===== config.mk =====
export PLATFORM = sky130hd
export DESIGN_NAME = instruction_fetch_unit_flat
export DESIGN_NICKNAME = d
export VERILOG_FILES = /design/src/rtl/riscv_pkg.sv /design/src/rtl/instruction_fetch_unit_if.sv /design/src/rtl/fetch_skid_buffer.sv /design/src/rtl/instruction_fetch_unit.sv /design/src/flat_wrapper.sv
export SDC_FILE = /design/constraint.sdc
export NUM_CORES = 1
export LEC_CHECK = 0
export ABC_AREA = 0
export BUFFER_PORTS_ARGS = -buffer_cell sky130_fd_sc_hd__buf_4
export CORE_ASPECT_RATIO = 1.2
export CORE_MARGIN = 2
export CORE_UTILIZATION = 25
export CTS_CLUSTER_DIAMETER = 40
export DETAILED_ROUTE_END_ITERATION = 7
export PLACE_DENSITY = 0.42
export SYNTH_ARGS = -nofsm -noshare
export SYNTH_HDL_FRONTEND = slang
export SYNTH_SLANG_ARGS = --single-unit

===== constraint.sdc =====
create_clock -name clk -period 2.1 [get_ports clk]
set_clock_uncertainty 0.2 [all_clocks]
set_input_delay 0.105 -clock clk [delete_from_list [all_inputs] [get_ports clk]]
set_output_delay 0.105 -clock clk [all_outputs]
set_load 0.02 [all_outputs]

===== src/rtl/riscv_pkg.sv =====
// Shared definitions for the fetch stage: data width, NOP encoding,
// fetch FSM state encoding and the {pc, instr, pc_next} packet type.
package riscv_pkg;

    localparam int XLEN = 32;

    // addi x0, x0, 0
    localparam logic [31:0] NOP_INSTR = 32'h0000_0013;

    typedef enum logic [1:0] {
        S_REQ  = 2'd0,
        S_WAIT = 2'd1,
        S_DROP = 2'd2
    } fetch_state_e;

    typedef struct packed {
        logic [31:0] pc;
        logic [31:0] instr;
        logic [31:0] pc_next;
    } fetch_pkt_t;

    // Clear the byte-offset bits so every fetch address is word aligned.
    function automatic logic [31:0] word_align(input logic [31:0] addr);
        return addr & 32'hFFFF_FFFC;
    endfunction

endpackage


===== src/rtl/instruction_fetch_unit_if.sv =====
// Bus interfaces of the fetch stage: the instruction-memory request/response
// bus and the decode-side valid/ready bus (with the redirect back-channel).

interface imem_if;
    logic        imem_req_valid;
    logic        imem_req_ready;
    logic [31:0] imem_req_addr;
    logic        imem_resp_valid;
    logic [31:0] imem_resp_data;

    modport master (
        output imem_req_valid,
        output imem_req_addr,
        input  imem_req_ready,
        input  imem_resp_valid,
        input  imem_resp_data
    );

    modport slave (
        input  imem_req_valid,
        input  imem_req_addr,
        output imem_req_ready,
        output imem_resp_valid,
        output imem_resp_data
    );
endinterface

interface decode_if;
    logic        if_valid;
    logic        if_ready;
    logic [31:0] pc;
    logic [31:0] instruction;
    logic [31:0] pc_next;
    logic        redirect_valid;
    logic [31:0] redirect_pc;

    modport master (
        output if_valid,
        output pc,
        output instruction,
        output pc_next,
        input  if_ready,
        input  redirect_valid,
        input  redirect_pc
    );

    modport slave (
        input  if_valid,
        input  pc,
        input  instruction,
        input  pc_next,
        output if_ready,
        output redirect_valid,
        output redirect_pc
    );
endinterface


===== src/rtl/fetch_skid_buffer.sv =====
// One-entry holding register for a fetched {pc, instr, pc_next} packet that
// arrives while the decode-facing output register is still occupied.
module fetch_skid_buffer
    import riscv_pkg::*;
(
    input  logic       clk,
    input  logic       rst,
    input  logic       load,
    input  logic       unload,
    input  logic       flush,
    input  fetch_pkt_t din,
    output logic       valid,
    output fetch_pkt_t dout
);

    logic       valid_q, valid_d;
    fetch_pkt_t data_q,  data_d;

    // Next-state: flush wins over load, load wins over unload.
    always_comb begin
        valid_d = valid_q;
        data_d  = data_q;
        if (flush) begin
            valid_d = 1'b0;
        end else if (load) begin
            valid_d = 1'b1;
            data_d  = din;
        end else if (unload) begin
            valid_d = 1'b0;
        end else begin
            valid_d = valid_q;
        end
    end

    // Holding register with synchronous reset.
    always_ff @(posedge clk) begin
        if (rst) begin
            valid_q <= 1'b0;
            data_q  <= '{pc: 32'h0, instr: 32'h0, pc_next: 32'h0};
        end else begin
            valid_q <= valid_d;
            data_q  <= data_d;
        end
    end

    assign valid = valid_q;
    assign dout  = data_q;

endmodule


===== src/rtl/instruction_fetch_unit.sv =====
// Fetch stage: owns the PC, issues one word request at a time to instruction
// memory, presents {pc, instruction, pc_next} to decode and squashes stale
// fetches on a redirect.
module instruction_fetch_unit #(
    parameter logic [31:0] RESET_PC  = 32'h0000_0000,
    parameter logic [31:0] NOP_INSTR = riscv_pkg::NOP_INSTR
) (
    input  logic     clk,
    input  logic     rst,
    imem_if.master   imem,
    decode_if.master dec
);
    import riscv_pkg::*;

    fetch_state_e state_q,     state_d;
    logic [31:0]  fetch_pc_q,  fetch_pc_d;
    logic         req_valid_q, req_valid_d;
    logic         out_valid_q, out_valid_d;
    fetch_pkt_t   out_q,       out_d;

    logic         req_hs;
    logic         resp;
    logic         consume;
    logic         redirect;
    logic         capture;
    logic         skid_load;
    logic         skid_unload;
    logic         skid_flush;
    logic         skid_valid;
    logic         skid_valid_next;
    fetch_pkt_t   skid_dout;
    fetch_pkt_t   resp_pkt;

    assign req_hs   = req_valid_q & imem.imem_req_ready;
    assign resp     = imem.imem_resp_valid;
    assign consume  = out_valid_q & dec.if_ready;
    assign redirect = dec.redirect_valid;
    assign resp_pkt = '{pc: fetch_pc_q, instr: imem.imem_resp_data, pc_next: fetch_pc_q + 32'd4};

    fetch_skid_buffer u_skid (
        .clk    (clk),
        .rst    (rst),
        .load   (skid_load),
        .unload (skid_unload),
        .flush  (skid_flush),
        .din    (resp_pkt),
        .valid  (skid_valid),
        .dout   (skid_dout)
    );

    // Fetch FSM next state and fetch PC; a redirect overrides every other event.
    always_comb begin
        state_d    = state_q;
        fetch_pc_d = fetch_pc_q;
        capture    = 1'b0;
        case (state_q)
            S_REQ: begin
                if (redirect) begin
                    state_d    = req_hs ? S_DROP : S_REQ;
                    fetch_pc_d = word_align(dec.redirect_pc);
                end else if (req_hs) begin
                    state_d = S_WAIT;
                end else begin
                    state_d = S_REQ;
                end
            end
            S_WAIT: begin
                if (redirect) begin
                    state_d    = resp ? S_REQ : S_DROP;
                    fetch_pc_d = word_align(dec.redirect_pc);
                end else if (resp) begin
                    state_d    = S_REQ;
                    capture    = 1'b1;
                    fetch_pc_d = fetch_pc_q + 32'd4;
                end else begin
                    state_d = S_WAIT;
                end
            end
            S_DROP: begin
                state_d = resp ? S_REQ : S_DROP;
                if (redirect) begin
                    fetch_pc_d = word_align(dec.redirect_pc);
                end else begin
                    fetch_pc_d = fetch_pc_q;
                end
            end
            default: begin
                state_d = S_REQ;
            end
        endcase
    end

    // Output register / skid steering and request gating for the next cycle.
    always_comb begin
        out_valid_d = out_valid_q;
        out_d       = out_q;
        skid_load   = 1'b0;
        skid_unload = 1'b0;
        skid_flush  = 1'b0;
        if (redirect) begin
            out_valid_d = 1'b0;
            out_d.instr = NOP_INSTR;
            skid_flush  = 1'b1;
        end else if (capture) begin
            if (!out_valid_q || consume) begin
                out_valid_d = 1'b1;
                out_d       = resp_pkt;
            end else begin
                skid_load = 1'b1;
            end
        end else if (consume) begin
            if (skid_valid) begin
                out_d       = skid_dout;
                skid_unload = 1'b1;
            end else begin
                out_valid_d = 1'b0;
                out_d.instr = NOP_INSTR;
            end
        end else begin
            out_valid_d = out_valid_q;
        end

        skid_valid_next = skid_flush  ? 1'b0 :
                          skid_load   ? 1'b1 :
                          skid_unload ? 1'b0 : skid_valid;
        // A full skid blocks new requests so a third word is never in flight.
        req_valid_d = (state_d == S_REQ) && !skid_valid_next;
    end

    // State, PC and output registers with synchronous reset.
    always_ff @(posedge clk) begin
        if (rst) begin
            state_q     <= S_REQ;
            fetch_pc_q  <= word_align(RESET_PC);
            req_valid_q <= 1'b0;
            out_valid_q <= 1'b0;
            out_q       <= '{pc: 32'h0, instr: NOP_INSTR, pc_next: 32'h0};
        end else begin
            state_q     <= state_d;
            fetch_pc_q  <= fetch_pc_d;
            req_valid_q <= req_valid_d;
            out_valid_q <= out_valid_d;
            out_q       <= out_d;
        end
    end

    assign imem.imem_req_valid = req_valid_q;
    assign imem.imem_req_addr  = fetch_pc_q;
    assign dec.if_valid        = out_valid_q;
    assign dec.pc              = out_q.pc;
    assign dec.instruction     = out_q.instr;
    assign dec.pc_next         = out_q.pc_next;

endmodule


===== src/flat_wrapper.sv =====
// flat-port wrapper written by rule: the top's interface ports become plain ports
module instruction_fetch_unit_flat import riscv_pkg::*;
#(
    parameter logic [31:0] RESET_PC  = 32'h0000_0000,
    parameter logic [31:0] NOP_INSTR = riscv_pkg::NOP_INSTR
)
  (clk, rst, imem_imem_req_valid, imem_imem_req_addr, imem_imem_req_ready, imem_imem_resp_valid, imem_imem_resp_data, dec_if_valid, dec_pc, dec_instruction, dec_pc_next, dec_if_ready, dec_redirect_valid, dec_redirect_pc);
  imem_if imem_i ();
  decode_if dec_i ();
  input  logic clk;
  input  logic rst;
  output wire logic [$bits(imem_i.imem_req_valid)-1:0] imem_imem_req_valid;
  output wire logic [$bits(imem_i.imem_req_addr)-1:0] imem_imem_req_addr;
  input wire logic [$bits(imem_i.imem_req_ready)-1:0] imem_imem_req_ready;
  input wire logic [$bits(imem_i.imem_resp_valid)-1:0] imem_imem_resp_valid;
  input wire logic [$bits(imem_i.imem_resp_data)-1:0] imem_imem_resp_data;
  output wire logic [$bits(dec_i.if_valid)-1:0] dec_if_valid;
  output wire logic [$bits(dec_i.pc)-1:0] dec_pc;
  output wire logic [$bits(dec_i.instruction)-1:0] dec_instruction;
  output wire logic [$bits(dec_i.pc_next)-1:0] dec_pc_next;
  input wire logic [$bits(dec_i.if_ready)-1:0] dec_if_ready;
  input wire logic [$bits(dec_i.redirect_valid)-1:0] dec_redirect_valid;
  input wire logic [$bits(dec_i.redirect_pc)-1:0] dec_redirect_pc;
  assign imem_imem_req_valid = imem_i.imem_req_valid;
  assign imem_imem_req_addr = imem_i.imem_req_addr;
  assign imem_i.imem_req_ready = imem_imem_req_ready;
  assign imem_i.imem_resp_valid = imem_imem_resp_valid;
  assign imem_i.imem_resp_data = imem_imem_resp_data;
  assign dec_if_valid = dec_i.if_valid;
  assign dec_pc = dec_i.pc;
  assign dec_instruction = dec_i.instruction;
  assign dec_pc_next = dec_i.pc_next;
  assign dec_i.if_ready = dec_if_ready;
  assign dec_i.redirect_valid = dec_redirect_valid;
  assign dec_i.redirect_pc = dec_redirect_pc;
  instruction_fetch_unit #(.RESET_PC(RESET_PC), .NOP_INSTR(NOP_INSTR)) u_core (.clk(clk), .rst(rst), .imem(imem_i), .dec(dec_i));
endmodule

=== Word level (Yosys, flattened, before mapping) ===
Cells that the tools add are included.

* Bits of input ports: 70
* Output and inout port bits: 130
* Bits in registers: 229

* Bitwise gates (word level): 4
* Equality and inequality tests: 6
* Add/sub/neg operators: 1
* Reduce and logical (&&, ||, !) cells: 16
* Mux-type cells: 35

{| class="wikitable"
|+ Operators by type and width
! cell !! count
|-
| 96-bit 2-to-1 mux || 3
|-
| 32-bit 2-to-1 mux || 6
|-
| 32-bit one-hot mux with 2 select lines || 1
|-
| 32-bit by 3-bit adder with 32-bit output (second input constant) || 1
|-
| 1-bit 2-to-1 mux || 20
|-
| 2-bit 2-to-1 mux || 4
|-
| 2-bit one-hot mux with 3 select lines || 1
|-
| 3-bit AND reduction || 2
|-
| 2-bit nonzero test || 3
|-
| 2-bit logical NOT || 2
|-
| 2-bit by 1-bit inequality test with 1-bit output (second input constant) || 2
|-
| 2-bit AND reduction || 2
|-
| 4-bit AND reduction || 1
|-
| 2-bit OR reduction || 2
|-
| 3-bit inequality test (second input constant) || 1
|-
| 1-bit AND || 2
|-
| 2-bit by 1-bit equality test with 1-bit output (second input constant) || 1
|-
| 2-bit equality test (second input constant) || 1
|-
| 1-bit logical NOT || 2
|-
| 2-bit inequality test (second input constant) || 1
|-
| 1-bit inverter || 2
|-
| 1-bit logical AND || 1
|-
| 1-bit logical OR || 1
|}

=== Depth between registers and ports, before layout ===
* Depth in word-level cells: 10
* Mapped depth: 10
* Mapped depth without buffers: 6

=== Modules after synthesis ===
Synthesis repeated with hierarchy kept, for this count alone.

* Cells, all modules: 1,334
* Area, all modules: 11,257.0 sq um

{| class="wikitable"
|+ By module, submodules not included
! module !! times used !! sequential area each (sq um) !! area an instance (sq um) !! cells an instance
|-
| instruction_fetch_unit || 1 || 2,602.5 || 6,870.3 || 894
|-
| fetch_skid_buffer || 1 || 1,941.9 || 4,386.7 || 440
|}

=== Least setup slack after synthesis ===
No wires, ideal clock.

* Kind: register -> register
* Start: register u_core.fetch_pc_q[2] (netlist: u_core.imem.imem_req_addr[2])
* End: register u_core.fetch_pc_q[18] (netlist: u_core.imem.imem_req_addr[18])
* Setup slack: 0.001 ns
* Arrival time: 1.798 ns
* Stages on the path, launching flop included: 8
* Setup time: 0.101 ns
* Data required time: 1.799 ns
* Path through: dfxtp_1 -> ha_1 -> and3_1 -> buf_2 -> nand3_2 -> nor4_2 -> nor3_1 -> o41ai_1

* Longest elaborated chain between the ends: 4

{| class="wikitable"
|+ Ends and longest elaborated chain
! what !! line !! RTL
|-
| start, declared || instruction_fetch_unit.sv:16 || <nowiki>logic [31:0] fetch_pc_q, fetch_pc_d;</nowiki>
|-
| start signal, assigned || instruction_fetch_unit.sv:134 || <nowiki>fetch_pc_q <= word_align(RESET_PC);</nowiki>
|-
| start signal, assigned || instruction_fetch_unit.sv:140 || <nowiki>fetch_pc_q <= fetch_pc_d;</nowiki>
|-
| 32-bit by 3-bit adder with 32-bit output || instruction_fetch_unit.sv:74 || <nowiki>fetch_pc_d = fetch_pc_q + 32'd4;</nowiki>
|-
| 32-bit 2-to-1 mux || instruction_fetch_unit.sv:71 || <nowiki>end else if (resp) begin</nowiki>
|-
| 32-bit 2-to-1 mux || instruction_fetch_unit.sv:68 || <nowiki>if (redirect) begin</nowiki>
|-
| 32-bit one-hot mux with 2 select lines || instruction_fetch_unit.sv:56 || <nowiki>case (state_q)</nowiki>
|}

Every way passes these cells. The select of a mux whose other input is x is not followed.
A chain may end at the register's enable or synchronous reset.

=== Worst setup path after layout ===
* Start: register u_core.fetch_pc_q[8] (netlist: u_core.imem.imem_req_addr[8])
* End: register u_core.out_q (netlist bit u_core.dec.pc_next[19])

* Longest elaborated chain between the ends: 3

{| class="wikitable"
|+ Ends and longest elaborated chain
! what !! line !! RTL
|-
| 32-bit by 3-bit adder with 32-bit output || instruction_fetch_unit.sv:38 || <nowiki>assign resp_pkt = '{pc: fetch_pc_q, instr: imem.imem_resp_data, pc_next: fetch_pc_q + 32'd4};</nowiki>
|-
| 96-bit 2-to-1 mux || instruction_fetch_unit.sv:105 || <nowiki>if (!out_valid_q || consume) begin</nowiki>
|-
| 96-bit 2-to-1 mux || instruction_fetch_unit.sv:104 || <nowiki>end else if (capture) begin</nowiki>
|-
| end signal, assigned || instruction_fetch_unit.sv:137 || <nowiki>out_q <= '{pc: 32'h0, instr: NOP_INSTR, pc_next: 32'h0};</nowiki>
|-
| end signal, assigned || instruction_fetch_unit.sv:143 || <nowiki>out_q <= out_d;</nowiki>
|-
| end, declared || instruction_fetch_unit.sv:19 || <nowiki>fetch_pkt_t out_q, out_d;</nowiki>
|}

Every way passes these cells. The select of a mux whose other input is x is not followed.

==> impl_metrics.ini <==
[logic_synthesis]
synth_enable_flop_cells = 0
seq_area_frac_synth_pct = 43.0
netlist_area_um2 = 10200
yosysUniqueCellTypes = 69
syn_area_per_cell_um2 = 7.88
synth_ff_type = dfxtp_1
ys_warn_count = 0
netlist_instances = 1293
ys_ff_latch = 219
ys_async_sr_fraction_pct = 0

[pwr]
p_seq_share_pct = 35.8
p_leak_nw = 5.45
combPwrFrac_pct = 7.4
p_sw_mw = 3.03
clockPowerShare_pct = 56.8
swShare_pct = 25.6
powerDensity_nw_per_um2 = 790
ir_drop_mv = 0.582
internal_power_mw = 8.82

[global_route]
grt-ovfl-total = 0
track_usage_pct = 17.5
grt_antenna_before_repair = 0
grt_pass1_wl_um = 57900
grt_max_degree = 64
grt_pass1_vias = 9985

[worst_setup_path]
r2r_start = u_core.imem.imem_req_addr[8]$_SDFFE_PP0P_
r2r_slack_ps = 50
crit_required_ps = 2340
rr_worst_depth = 7
arrival_ps = 2290
worstSetupEndpointType = flip-flop
path_max_fanout = 7
start_kind = flip-flop
reg2reg_to = u_core.dec.pc_next[19]$_SDFFE_PP0P_
critPathKind = reg2reg

[layout]
mostFrequentLayoutCell = buf_4
drive_above_1_share_pct = 27.8
final_area_um2 = 15000
nNetsFinal = 1633
final_cells = 2133
syn_to_final_growth_pct = 47.1
antenna_cells = 0
fill_cells = 4283
final_cell_mix = 287 x buf_4, 257 x nand2_1, 210 x dfxtp_1

[placement]
dp_slack_ps = -133
dp_hpwl_um = 25300
place.gp.congestion = 0.800
io_buffers = 191
dpl_cell_area_um2 = 12600
place_inst = 1978

[sta]
finalHoldViolations = 0
setup_viol = 0
fin_ws_ps = 54.6
finalCritPeriodShare_pct = 97.4
relSlewSlack_pct = 52.1
fmax_ghz = 0.489
tightest_slew_ps = 718
fin_crit_ps = 2050
rsz0062_at_grt = true
timing.hold.ws_ps = 157
finalMaxSlewViolations = 0

[clocking]
insertion_delay_ps = 570
numCtsBuffers = 43
cts_tree = built
h-tree-depth = 2
path_clk_slew_ps = 60
clock-sinks = 219
clockRootBuffer = clkbuf_16
ctsLongestPathBuffers = 3

[routing]
drtIter0Drc = 490
drc = 0
drt-total-wl_um = 38000
wl_per_cell_um = 17.8
vias = 10200
drtPass1Iterations = 5
via_per_inst = 4.76
antenna_left = 0

[die]
fp.dieW_um = 188
initial_core_util_pct = 25.1
dieHeight_um = 225
coreArea_um2 = 40500
io_pins = 200
dieArea_um2 = 42400
rows = 81

[hold_path]
hold_path_class = in2reg
hold_depth = 4
hold_end = u_core.u_skid.dout[47]$_SDFFE_PP0P_
worstHoldStart = imem_imem_resp_data[15]

[run_status]
status = complete, no violations

[run]
cap_violations = 0
==> layer usage <==
layer / GRT usage [%] / vias to the layer above / part of all wire (%)
met3: 2.79 / 53 / 4.5
li1: - / 5059 / -
met2: 29.9 / 254 / 48
met4: 6.55 / 0 / 2.6
met1: 22.1 / 4797 / 45
met5: 0 / - / 0
==> metrics by stage <==
step	total power [mW]	TNS [ps]	util, %
after detailed placement	5.09	-420	31.2
after floorplan	4.74	0	-
final	11.9	0	37.0
after CTS	12.0	0	36.5
after global routing	12.3	-102	37.0
after global placement	5.09	-394	31.2
==> synthesized netlist by cell type, types with 7 or more instances <==
| master | count | area, um2 |
|---|---|---|
| nand2_1 | 257 | 965 |
| dfxtp_1 | 219 | 4380 |
| nor2_1 | 144 | 541 |
| a21oi_1 | 106 | 531 |
| clkbuf_1 | 72 | 270 |
| a311oi_1 | 61 | 534 |
| nand3_1 | 50 | 250 |
| buf_4 | 40 | 300 |
| buf_2 | 39 | 195 |
| nor3_1 | 34 | 170 |
| a211oi_1 | 21 | 158 |
| o21ai_0 | 18 | 90.1 |
| nand2b_1 | 15 | 93.8 |
| buf_1 | 13 | 48.8 |
| xnor2_1 | 13 | 114 |
| nor4_1 | 11 | 68.8 |
| nand3b_1 | 10 | 75.1 |
| nand4_1 | 10 | 62.6 |
| a211o_1 | 9 | 78.8 |
| o211ai_1 | 9 | 67.6 |
| xor2_1 | 9 | 78.8 |
| a31oi_1 | 8 | 50.1 |
| and3_1 | 8 | 50.1 |
| a32oi_1 | 7 | 61.3 |
| and4_1 | 7 | 61.3 |
==> cells by family (layout without fill, tap and decap cells) <==
family          count (synthesis)  in the layout  share of synthesized area (%)
flops                         219            219                           43.0
fa+ha+maj                       1              1                          0.123
xor+xnor                       22             22                           1.89
simple gates                  579            579                           25.9
compound gates                293            293                           20.0
other cells                     1              6                         0.0368
mux                             5              5                          0.503
buf+inv                       173            469                           8.51
==> power by group through the flow <==
stage | sequential, mW | clock, mW | combinational, mW
4_1_cts | 4.24 | 6.93 | 0.868
6_report | 4.25 | 6.73 | 0.878
2_1_floorplan | 4.33 | 0 | 0.409
5_1_grt | 4.25 | 7.11 | 0.943
3_3_place_gp | 4.33 | 0 | 0.763
3_5_place_dp | 4.33 | 0 | 0.760
==> worst max-delay path by stage <==
stage	from	endpoint	slack, ps	cells past startpoint
after detailed placement	u_core.imem.imem_req_addr[8]$_SDFFE_PP0P_	u_core.dec.pc_next[19]$_SDFFE_PP0P_	-130	7
after global placement	u_core.imem.imem_req_addr[8]$_SDFFE_PP0P_	u_core.dec.pc_next[19]$_SDFFE_PP0P_	-210	7
after CTS	u_core.state_q[0]$_SDFF_PP0_	u_core.dec.pc_next[19]$_SDFFE_PP0P_	9	7
after global routing	u_core.imem.imem_req_addr[2]$_SDFFE_PP0P_	u_core.dec.pc_next[22]$_SDFFE_PP0P_	-70	7
after floorplan	u_core.imem.imem_req_addr[2]$_SDFFE_PP0P_	u_core.imem.imem_req_addr[18]$_SDFFE_PP0P_	0.6	7
final	u_core.imem.imem_req_addr[8]$_SDFFE_PP0P_	u_core.dec.pc_next[19]$_SDFFE_PP0P_	50	7
==> worst max-delay path: stages, from the launching register on <==
cell and delay, ps:
dfxtp_2 350, and4_4 250, buf_6 140, and4b_2 310, buf_4 140, mux2i_1 70, a2111oi_1 370, nor3_1 90
==> registers in the layout, indices dropped and copies added (netlist names) <==
| name | cells |
|---|---|
| u_core.dec.instruction | 32 |
| u_core.imem.imem_req_valid | 1 |
| u_core.dec.if_valid | 1 |
| u_core.u_skid.dout | 92 |
| u_core.dec.pc | 30 |
| u_core.dec.pc_next | 30 |
| u_core.imem.imem_req_addr | 30 |
| u_core.u_skid.valid | 1 |
| u_core.state_q | 2 |
==> layout make-up <==
class / instances / area, um2 / area share (%)
multi-input combinational: 906 / 5110 / 34.1
clock inverter: 27 / 282 / 1.88
inverter: 6 / 22.5 / 0.150
clock buffer: 50 / 1140 / 7.62
tap: 539 / 674 / 4.50
timing repair buffer: 386 / 3370 / 22.5
sequential: 219 / 4400 / 29.3
==> timing repair <==
action                                  4_1_cts  5_1_grt
endpoints found under the setup margin       13       56
setup buffers                                 4        6
hold endpoints to repair                    137        0
hold buffers                                 67        0
pin swaps                                     1       10
resized for setup                            10       32
gates cloned                                  0        1
No activity file was read; power rests on OpenSTA's default activity.
